<file path="config.mk">
export PLATFORM = sky130hd
export DESIGN_NAME = fmul_pipe_flat
export DESIGN_NICKNAME = d
export VERILOG_FILES = /design/src/rtl/fmul_pipe_if.sv /design/src/rtl/fmul_pipe.sv /design/src/flat_wrapper.sv
export SDC_FILE = /design/constraint.sdc
export NUM_CORES = 2
export LEC_CHECK = 0
export ABC_AREA = 1
export CAP_MARGIN = 30
export CORE_ASPECT_RATIO = 0.6
export CORE_MARGIN = 1.5
export CORE_UTILIZATION = 44
export DETAILED_ROUTE_END_ITERATION = 16
export GPL_ROUTABILITY_DRIVEN = 0
export PLACE_DENSITY = 0.67
export SKIP_LAST_GASP = 1
export SYNTH_ARGS = -nofsm -noshare
export SYNTH_HDL_FRONTEND = slang
export SYNTH_SLANG_ARGS = --single-unit
</file>
<file path="constraint.sdc">
create_clock -name CLK -period 11.83 [get_ports CLK]
set_input_delay 2.366 -clock CLK [delete_from_list [all_inputs] [get_ports CLK]]
set_output_delay 2.366 -clock CLK [all_outputs]
set_load 0.01 [all_outputs]
</file>
<file path="src/rtl/fmul_pipe_if.sv">
// Handshake bundle for fmul_pipe: operation request side and result side.
// Latency: none, wires only.
// Backpressure: out_ready from the consumer, in_ready back to the producer.
interface fmul_pipe_if #(
  parameter int F_EXP  = 8,
  parameter int F_FLAC = 23,
  parameter int TAG_W  = 5
);
  localparam int F_WIDTH = 1 + F_EXP + F_FLAC;

  logic               in_valid;
  logic               in_ready;
  logic [F_WIDTH-1:0] in1;
  logic [F_WIDTH-1:0] in2;
  logic [2:0]         rm;
  logic [TAG_W-1:0]   in_tag;
  logic               out_valid;
  logic               out_ready;
  logic [F_WIDTH-1:0] out;
  logic [TAG_W-1:0]   out_tag;
  logic [4:0]         fflags;

  // Producer/consumer side.
  modport master (
    output in_valid, in1, in2, rm, in_tag, out_ready,
    input  in_ready, out_valid, out, out_tag, fflags
  );

  // Multiplier side.
  modport slave (
    input  in_valid, in1, in2, rm, in_tag, out_ready,
    output in_ready, out_valid, out, out_tag, fflags
  );
endinterface

</file>
<file path="src/rtl/fmul_pipe.sv">
// Pipelined IEEE-754 multiplier: capture -> unpack/multiply -> normalise -> round/pack.
// Latency: result on out_valid 3 cycles after the accept edge, one op per cycle.
// Backpressure: global stall while out_valid & ~out_ready; in_ready = ~stall.
module fmul_pipe #(
  parameter int F_EXP  = 8,
  parameter int F_FLAC = 23,
  parameter int TAG_W  = 5
) (
  input  logic       CLK,
  input  logic       RST,
  fmul_pipe_if.slave io
);
  localparam int E   = F_EXP;
  localparam int M   = F_FLAC;
  localparam int W   = 1 + E + M;
  localparam int P   = 2 * M + 2;   // raw significand product width
  localparam int N   = P - 1;       // product after leading-one alignment
  localparam int SW  = N + M + 3;   // alignment value plus room for denormalising
  localparam int LZW = $clog2(M + 2);

  localparam logic [E+1:0] BIAS    = (E+2)'((1 << (E - 1)) - 1);
  localparam logic [E:0]   EXP_OVF = (E+1)'((1 << E) - 1);
  localparam logic [W-2:0] MAG_INF = {{E{1'b1}}, {M{1'b0}}};
  localparam logic [W-2:0] MAG_MAX = {{(E-1){1'b1}}, 1'b0, {M{1'b1}}};
  localparam logic [W-1:0] QNAN    = {1'b0, {E{1'b1}}, 1'b1, {(M-1){1'b0}}};

  localparam logic [2:0] RM_RNE = 3'd0;
  localparam logic [2:0] RM_RTZ = 3'd1;
  localparam logic [2:0] RM_RDN = 3'd2;
  localparam logic [2:0] RM_RUP = 3'd3;
  localparam logic [2:0] RM_RMM = 3'd4;

  typedef struct packed {
    logic             sign;
    logic             zero;
    logic             inf;
    logic             nan;
    logic             snan;
    logic [M:0]       sig;   // leading one at the MSB for any nonzero finite
    logic [E+1:0]     exp;   // signed, unbiased by nothing (effective exponent)
  } opnd_t;

  typedef struct packed {
    logic [W-1:0]     a;
    logic [W-1:0]     b;
    logic [2:0]       rm;
    logic [TAG_W-1:0] tag;
  } op_t;

  typedef struct packed {
    logic             sign;
    logic [E+1:0]     exp;   // signed sum minus bias
    logic [P-1:0]     prod;
    logic             spec;
    logic             spec_nv;
    logic [W-1:0]     spec_res;
    logic [2:0]       rm;
    logic [TAG_W-1:0] tag;
  } mul_t;

  typedef struct packed {
    logic             sign;
    logic [E:0]       exp;   // biased field; 0 when the value is subnormal
    logic [M-1:0]     frac;
    logic             g;
    logic             r;
    logic             s;
    logic             tiny;
    logic             spec;
    logic             spec_nv;
    logic [W-1:0]     spec_res;
    logic [2:0]       rm;
    logic [TAG_W-1:0] tag;
  } nrm_t;

  // Leading-zero count of a significand; only called meaningfully on nonzero values.
  function automatic logic [LZW-1:0] lzc(input logic [M:0] v);
    logic [LZW-1:0] n;
    n = LZW'(M + 1);
    for (int i = 0; i <= M; i++) begin
      if (v[i]) n = LZW'(M - i);
    end
    return n;
  endfunction

  // Classify an operand and produce a left-justified significand with its exponent.
  function automatic opnd_t unpack(input logic [W-1:0] x);
    opnd_t          o;
    logic [E-1:0]   ex;
    logic [M-1:0]   fr;
    logic           ez;
    logic           emax;
    logic           fnz;
    logic [M:0]     raw;
    logic [LZW-1:0] lz;
    ex     = x[W-2:M];
    fr     = x[M-1:0];
    ez     = ~|ex;
    emax   = &ex;
    fnz    = |fr;
    o.sign = x[W-1];
    o.zero = ez & ~fnz;
    o.inf  = emax & ~fnz;
    o.nan  = emax & fnz;
    o.snan = emax & fnz & ~fr[M-1];
    raw    = {~ez, fr};
    lz     = lzc(raw);
    if (ez) begin
      o.sig = raw << lz;
      o.exp = (E+2)'(1) - (E+2)'(lz);
    end else begin
      o.sig = raw;
      o.exp = (E+2)'(ex);
    end
    return o;
  endfunction

  logic stall;
  logic adv;

  op_t  op_d,  op_q;
  mul_t mul_d, mul_q;
  nrm_t nrm_d, nrm_q;
  logic op_vld_q, mul_vld_q, nrm_vld_q, out_vld_q;

  logic [W-1:0]     res_d, out_q;
  logic [4:0]       flags_d, fflags_q;
  logic [TAG_W-1:0] out_tag_q;

  opnd_t ua, ub;

  logic            hi;
  logic [N-1:0]    norm;
  logic            st0;
  logic [E+1:0]    exp2;
  logic [E+1:0]    sh;
  logic [SW-2:0]   wide;
  logic [N-2:0]    shf;
  logic            lost;
  logic            tiny;

  logic            grs;
  logic            inc;
  logic [E+M:0]    rnd;
  logic [E:0]      rexp;
  logic            ovf;
  logic [W-2:0]    ovf_mag;

  // A full output that the consumer refuses freezes every stage at once.
  assign stall       = out_vld_q & ~io.out_ready;
  assign adv         = ~stall;
  assign io.in_ready = adv;

  assign io.out_valid = out_vld_q;
  assign io.out       = out_q;
  assign io.out_tag   = out_tag_q;
  assign io.fflags    = fflags_q;

  // Capture the incoming operation as presented.
  always_comb begin
    op_d     = '0;
    op_d.a   = io.in1;
    op_d.b   = io.in2;
    op_d.rm  = io.rm;
    op_d.tag = io.in_tag;
  end

  // Unpack both operands, multiply significands, add exponents, resolve specials.
  always_comb begin
    ua            = unpack(op_q.a);
    ub            = unpack(op_q.b);
    mul_d         = '0;
    mul_d.sign    = ua.sign ^ ub.sign;
    mul_d.exp     = ua.exp + ub.exp - BIAS;
    mul_d.prod    = P'(ua.sig) * P'(ub.sig);
    mul_d.rm      = (op_q.rm > RM_RMM) ? RM_RNE : op_q.rm;
    mul_d.tag     = op_q.tag;
    mul_d.spec    = ua.nan | ub.nan | ua.inf | ub.inf | ua.zero | ub.zero;
    mul_d.spec_nv = 1'b0;
    if (ua.nan | ub.nan) begin
      mul_d.spec_res = QNAN;
      mul_d.spec_nv  = ua.snan | ub.snan;
    end else if ((ua.zero & ub.inf) | (ua.inf & ub.zero)) begin
      mul_d.spec_res = QNAN;
      mul_d.spec_nv  = 1'b1;
    end else if (ua.inf | ub.inf) begin
      mul_d.spec_res = {mul_d.sign, MAG_INF};
    end else begin
      mul_d.spec_res = {mul_d.sign, {(W-1){1'b0}}};
    end
  end

  // Align the product's leading one, then denormalise if the exponent is below 1.
  always_comb begin
    hi   = mul_q.prod[P-1];
    norm = hi ? mul_q.prod[P-1:1] : mul_q.prod[P-2:0];
    st0  = hi & mul_q.prod[0];
    exp2 = mul_q.exp + (E+2)'(hi);
    tiny = exp2[E+1] | (exp2 == '0);
    sh   = (E+2)'(1) - exp2;
    wide = (SW-1)'({norm, {(M+3){1'b0}}} >> sh);
    nrm_d = '0;
    if (!tiny) begin
      shf       = norm[N-2:0];
      lost      = 1'b0;
      nrm_d.exp = exp2[E:0];
    end else if (sh >= (E+2)'(M + 3)) begin
      // Shifted past guard and round: only a sticky bit survives.
      shf       = '0;
      lost      = |norm;
      nrm_d.exp = '0;
    end else begin
      shf       = wide[SW-2:M+3];
      lost      = |wide[M+2:0];
      nrm_d.exp = '0;
    end
    nrm_d.sign     = mul_q.sign;
    nrm_d.frac     = shf[N-2:M];
    nrm_d.g        = shf[M-1];
    nrm_d.r        = shf[M-2];
    nrm_d.s        = (|shf[M-3:0]) | st0 | lost;
    nrm_d.tiny     = tiny;
    nrm_d.spec     = mul_q.spec;
    nrm_d.spec_nv  = mul_q.spec_nv;
    nrm_d.spec_res = mul_q.spec_res;
    nrm_d.rm       = mul_q.rm;
    nrm_d.tag      = mul_q.tag;
  end

  // Round, pack and flag; the frac carry ripples into the exponent field naturally.
  always_comb begin
    grs = nrm_q.g | nrm_q.r | nrm_q.s;
    unique case (nrm_q.rm)
      RM_RTZ:  inc = 1'b0;
      RM_RDN:  inc = nrm_q.sign & grs;
      RM_RUP:  inc = ~nrm_q.sign & grs;
      RM_RMM:  inc = nrm_q.g;
      default: inc = nrm_q.g & (nrm_q.r | nrm_q.s | nrm_q.frac[0]);
    endcase
    rnd  = {nrm_q.exp, nrm_q.frac} + (E+M+1)'(inc);
    rexp = rnd[E+M:M];
    ovf  = rexp >= EXP_OVF;
    unique case (nrm_q.rm)
      RM_RTZ:  ovf_mag = MAG_MAX;
      RM_RDN:  ovf_mag = nrm_q.sign ? MAG_INF : MAG_MAX;
      RM_RUP:  ovf_mag = nrm_q.sign ? MAG_MAX : MAG_INF;
      default: ovf_mag = MAG_INF;
    endcase
    if (nrm_q.spec) begin
      res_d   = nrm_q.spec_res;
      flags_d = {nrm_q.spec_nv, 4'b0000};
    end else begin
      res_d   = ovf ? {nrm_q.sign, ovf_mag} : {nrm_q.sign, rnd[E+M-1:0]};
      flags_d = {1'b0, 1'b0, ovf, nrm_q.tiny & (grs | ovf), grs | ovf};
    end
  end

  // Operand capture register.
  always_ff @(posedge CLK) begin
    if (RST) begin
      op_vld_q <= 1'b0;
      op_q     <= '0;
    end else if (adv) begin
      op_vld_q <= io.in_valid;
      op_q     <= op_d;
    end
  end

  // Product/exponent register.
  always_ff @(posedge CLK) begin
    if (RST) begin
      mul_vld_q <= 1'b0;
      mul_q     <= '0;
    end else if (adv) begin
      mul_vld_q <= op_vld_q;
      mul_q     <= mul_d;
    end
  end

  // Normalised significand register.
  always_ff @(posedge CLK) begin
    if (RST) begin
      nrm_vld_q <= 1'b0;
      nrm_q     <= '0;
    end else if (adv) begin
      nrm_vld_q <= mul_vld_q;
      nrm_q     <= nrm_d;
    end
  end

  // Result register; holds steady while the consumer stalls.
  always_ff @(posedge CLK) begin
    if (RST) begin
      out_vld_q <= 1'b0;
      out_q     <= '0;
      out_tag_q <= '0;
      fflags_q  <= '0;
    end else if (adv) begin
      out_vld_q <= nrm_vld_q;
      out_q     <= res_d;
      out_tag_q <= nrm_q.tag;
      fflags_q  <= flags_d;
    end
  end
endmodule

</file>
<file path="src/flat_wrapper.sv">
// flat-port wrapper written by rule: the top's interface ports become plain ports
module fmul_pipe_flat 
#(
  parameter int F_EXP  = 8,
  parameter int F_FLAC = 23,
  parameter int TAG_W  = 5
)
  (CLK, RST, io_in_valid, io_in1, io_in2, io_rm, io_in_tag, io_out_ready, io_in_ready, io_out_valid, io_out, io_out_tag, io_fflags);
  fmul_pipe_if #(.F_EXP(F_EXP), .F_FLAC(F_FLAC), .TAG_W(TAG_W)) io_i ();
  input  logic CLK;
  input  logic RST;
  input wire logic [$bits(io_i.in_valid)-1:0] io_in_valid;
  input wire logic [$bits(io_i.in1)-1:0] io_in1;
  input wire logic [$bits(io_i.in2)-1:0] io_in2;
  input wire logic [$bits(io_i.rm)-1:0] io_rm;
  input wire logic [$bits(io_i.in_tag)-1:0] io_in_tag;
  input wire logic [$bits(io_i.out_ready)-1:0] io_out_ready;
  output wire logic [$bits(io_i.in_ready)-1:0] io_in_ready;
  output wire logic [$bits(io_i.out_valid)-1:0] io_out_valid;
  output wire logic [$bits(io_i.out)-1:0] io_out;
  output wire logic [$bits(io_i.out_tag)-1:0] io_out_tag;
  output wire logic [$bits(io_i.fflags)-1:0] io_fflags;
  assign io_i.in_valid = io_in_valid;
  assign io_i.in1 = io_in1;
  assign io_i.in2 = io_in2;
  assign io_i.rm = io_rm;
  assign io_i.in_tag = io_in_tag;
  assign io_i.out_ready = io_out_ready;
  assign io_in_ready = io_i.in_ready;
  assign io_out_valid = io_i.out_valid;
  assign io_out = io_i.out;
  assign io_out_tag = io_i.out_tag;
  assign io_fflags = io_i.fflags;
  fmul_pipe #(.F_EXP(F_EXP), .F_FLAC(F_FLAC), .TAG_W(TAG_W)) u_core (.CLK(CLK), .RST(RST), .io(io_i));
endmodule
</file>
==> impl_results.md <==
* Outcome: finished, final reports clean
* H-tree depth at 1
* Die X at 375 um
* Overall routed net length at 124 mm
* Via density at 5.56
* CTS sink count at 239
* Synth area leaders: fa_1 (26%), nand2_1 (14%), dfxtp_1 (13%)
* Die area at 0.0850 sq mm
* Crit-path max cell delay at 0.58 ns
* Critical Path Fanout Max at 25
* Initial DRC count at 4520
* Share of cells above drive strength 1 at 3.82%
* Clock Path Buffers at 3
* Pin count of the biggest net entering global routing at 211
* Asr flop ratio synth at 0%
* FF+latch count, synth at 239
* Final Skew at 0.0151 ns
* Worst R2R Start: u_core.op_q[10]
* Hold depth at 2
* # hold bufs at CTS at 0
* # IOs at 120
* Register area at 0.00479 sq mm
* Total CTS buffers at 25
* Most frequent CP cell: nand2_1
* Vias after detailed routing at 36100
* Max Cap Viol at 0
* CP Launch Point: u_core.op_q[10]
* Post-Syn Area at 0.0366 sq mm
* Layout area overhead at 8.16%
* Setup Buffers After CTS at 0
* Final setup fails at 0
* Tcrit/Tclk final at 91.7%
* Multi-input gate area at 0.0271 sq mm
* Initial antenna violation count at 3
* Synthesized net count at 6191
* Fmax at 0.0922 GHz
* R2R Path End: u_core.hi
* GRT Util Overall at 29.1%
* Unrepaired setup endpoints after global routing: no
* Root Buffer Master: clkbuf_16
* Gr ovfl total at 0
* Post-synth EDFFs at 0
* Avg WL per Cell at 19.2 um
* Worst-path clk slew at 0.07 ns
* Fillers at 8270
* CTS tree: yes
* Yosys cell types at 61
* Vias in the first global route at 33400
* Cell taking the most area after synthesis: fa_1
* Slew @ Worst Pin at 1.00 ns
* Worst Path Required at 12.31 ns
* Placed wire-length estimate at 99.5 mm
* Synth top area share at 26.4%
* Setup TNS at 0 ns
* Fin. max-slew vios at 0
* Core ar. at 0.0820 sq mm
* Syn. warnings at 0
* Hold endpoint: u_core.io.out[20]
* Critical path class: flip-flop to flip-flop
* DRC violations left at 0
* Pre-antenna DRT Iters at 9
* Average size of a mapped cell at 6.74 sq um
* # resized after CTS at 0
* Initial core utilization at 44.7%
* R2r setup slk at 0.98 ns
* Hold Startpoint: u_core.io.out[20]
* Post-synthesis sequential area ratio at 13.1%
* Final-stage net count at 6152
* Final hold violations at 0
* First-pass GRT wire length at 193 mm
* Period minus WS final at 10.85 ns
* Critical Path AT at 11.32 ns
* Worst-skew pair later-pin latency at 0.58 ns
* Type of element capturing the critical path: flip-flop
* Element type at the critical path start: flip-flop
* Top FF cell, synth: dfxtp_1
* Worst r2r path cells at 56
* Die height at 226 um
* Site Rows at 81
* Max_slew headroom at 33.0%
* Post-route ant nets at 0
* Slowest-stage cell, CP: inv_1
* Hold WC Path Type: flip-flop to flip-flop
* Synth Instances at 5433
* IO Port Bufs at 118
## synth_stat cells, drive strengths merged, types with 8 or more instances
library cell,number
o211ai,43
or2,8
inv,953
dfxtp,239
nor4,25
nand4,44
nand3,603
nor3,19
fa,483
o221ai,8
ha,199
a31oi,37
o21ai,239
clkinv,18
clkbuf,136
buf,130
xor2,51
nand2,1373
o21bai,9
xnor2,17
a21oi,219
nor2,533
## per-stage QoR
stage / setup slack, ns / hold WS (ns) / cell area, sq um / utilization [%] / instances
6_report: 0.983 / 0.466 / 39600 / 48.3 / 6493
3_3_place_gp: 1.19 / 0.451 / 38600 / 47.1 / 6442
5_1_grt: 0.108 / 0.485 / 39600 / 48.3 / 6492
2_1_floorplan: 3.32 / 0.439 / 36600 / - / 5433
3_5_place_dp: 1.17 / 0.457 / 38600 / 47.1 / 6444
4_1_cts: 1.14 / 0.465 / 39600 / 48.3 / 6490
## layout make-up
class                      instances  area share [%]
timing repair buffer             200            4.57
inverter                         971            9.21
antenna                            1         0.00632
multi-input combinational       3957            68.3
sequential                       239            12.1
clock buffer                      33            1.81
clock inverter                    13           0.578
tap                             1079            3.41
## state kept, by name, summed over array words and instances (netlist names)
name and flops:
u_core.op_vld_q 1, u_core.mul_q 71, u_core.hi 1, u_core.op_q 67, u_core.mul_d 5, u_core.nrm_vld_q 1, u_core.mul_vld_q 1, u_core.io.fflags 4
u_core.io.out 32, u_core.nrm_q 50, u_core.io.out_tag 5, u_core.io.out_valid 1
## routing by layer
layer  routed length [um]  global-route usage [%]
met1                56300                    44.3
met2                45800                    37.6
met3                20200                    12.5
met4                 2110                    4.17
met5                   27                       0
## layout by cell type (no fill, tap or decap), drive strengths merged, types with 8 or more instances in the layout
cell / count
o21bai: 9
clkbuf: 33
a21oi: 219
o211ai: 43
dfxtp: 239
inv: 960
ha: 199
nor2: 533
xor2: 51
fa: 483
nand2: 1373
buf: 83
nand3: 603
or2: 8
xnor2: 17
nand4: 44
nor3: 19
clkdlybuf4s50: 117
a31oi: 37
o221ai: 8
o21ai: 239
nor4: 25
clkinv: 19
## worst max-delay path, delay by kind of cell, from the launching register on
family,cells,cell delay [ns]
adders and majority gates,8,3.26
and+or+nand+nor,27,3.19
AOI/OAI and AO/OA,12,2.64
buffers and inverters,8,1.10
DFF,1,0.36
xor gates and xnor gates,1,0.16
## worst max path at each step
stage                                  end  cells after the start
after detailed placement         u_core.hi                     55
after CTS                        u_core.hi                     55
after floorplan           u_core.mul_q[85]                     60
final                            u_core.hi                     56
after global routing      u_core.mul_q[85]                     56
after global placement           u_core.hi                     55
## cells by family after synthesis
kind of cell | Yosys count | share of synthesized area, %
simple gates | 2613 | 30.0
buf+inv | 1237 | 13.1
fa+ha+maj | 682 | 33.2
compound gates | 592 | 9.02
flops | 239 | 13.1
xor+xnor | 68 | 1.63
other cells | 1 | 0.0102
mux | 1 | 0.0273
Power is not shown: default switching activity piles up to over one toggle a cycle in this logic, so the estimate is an artifact.
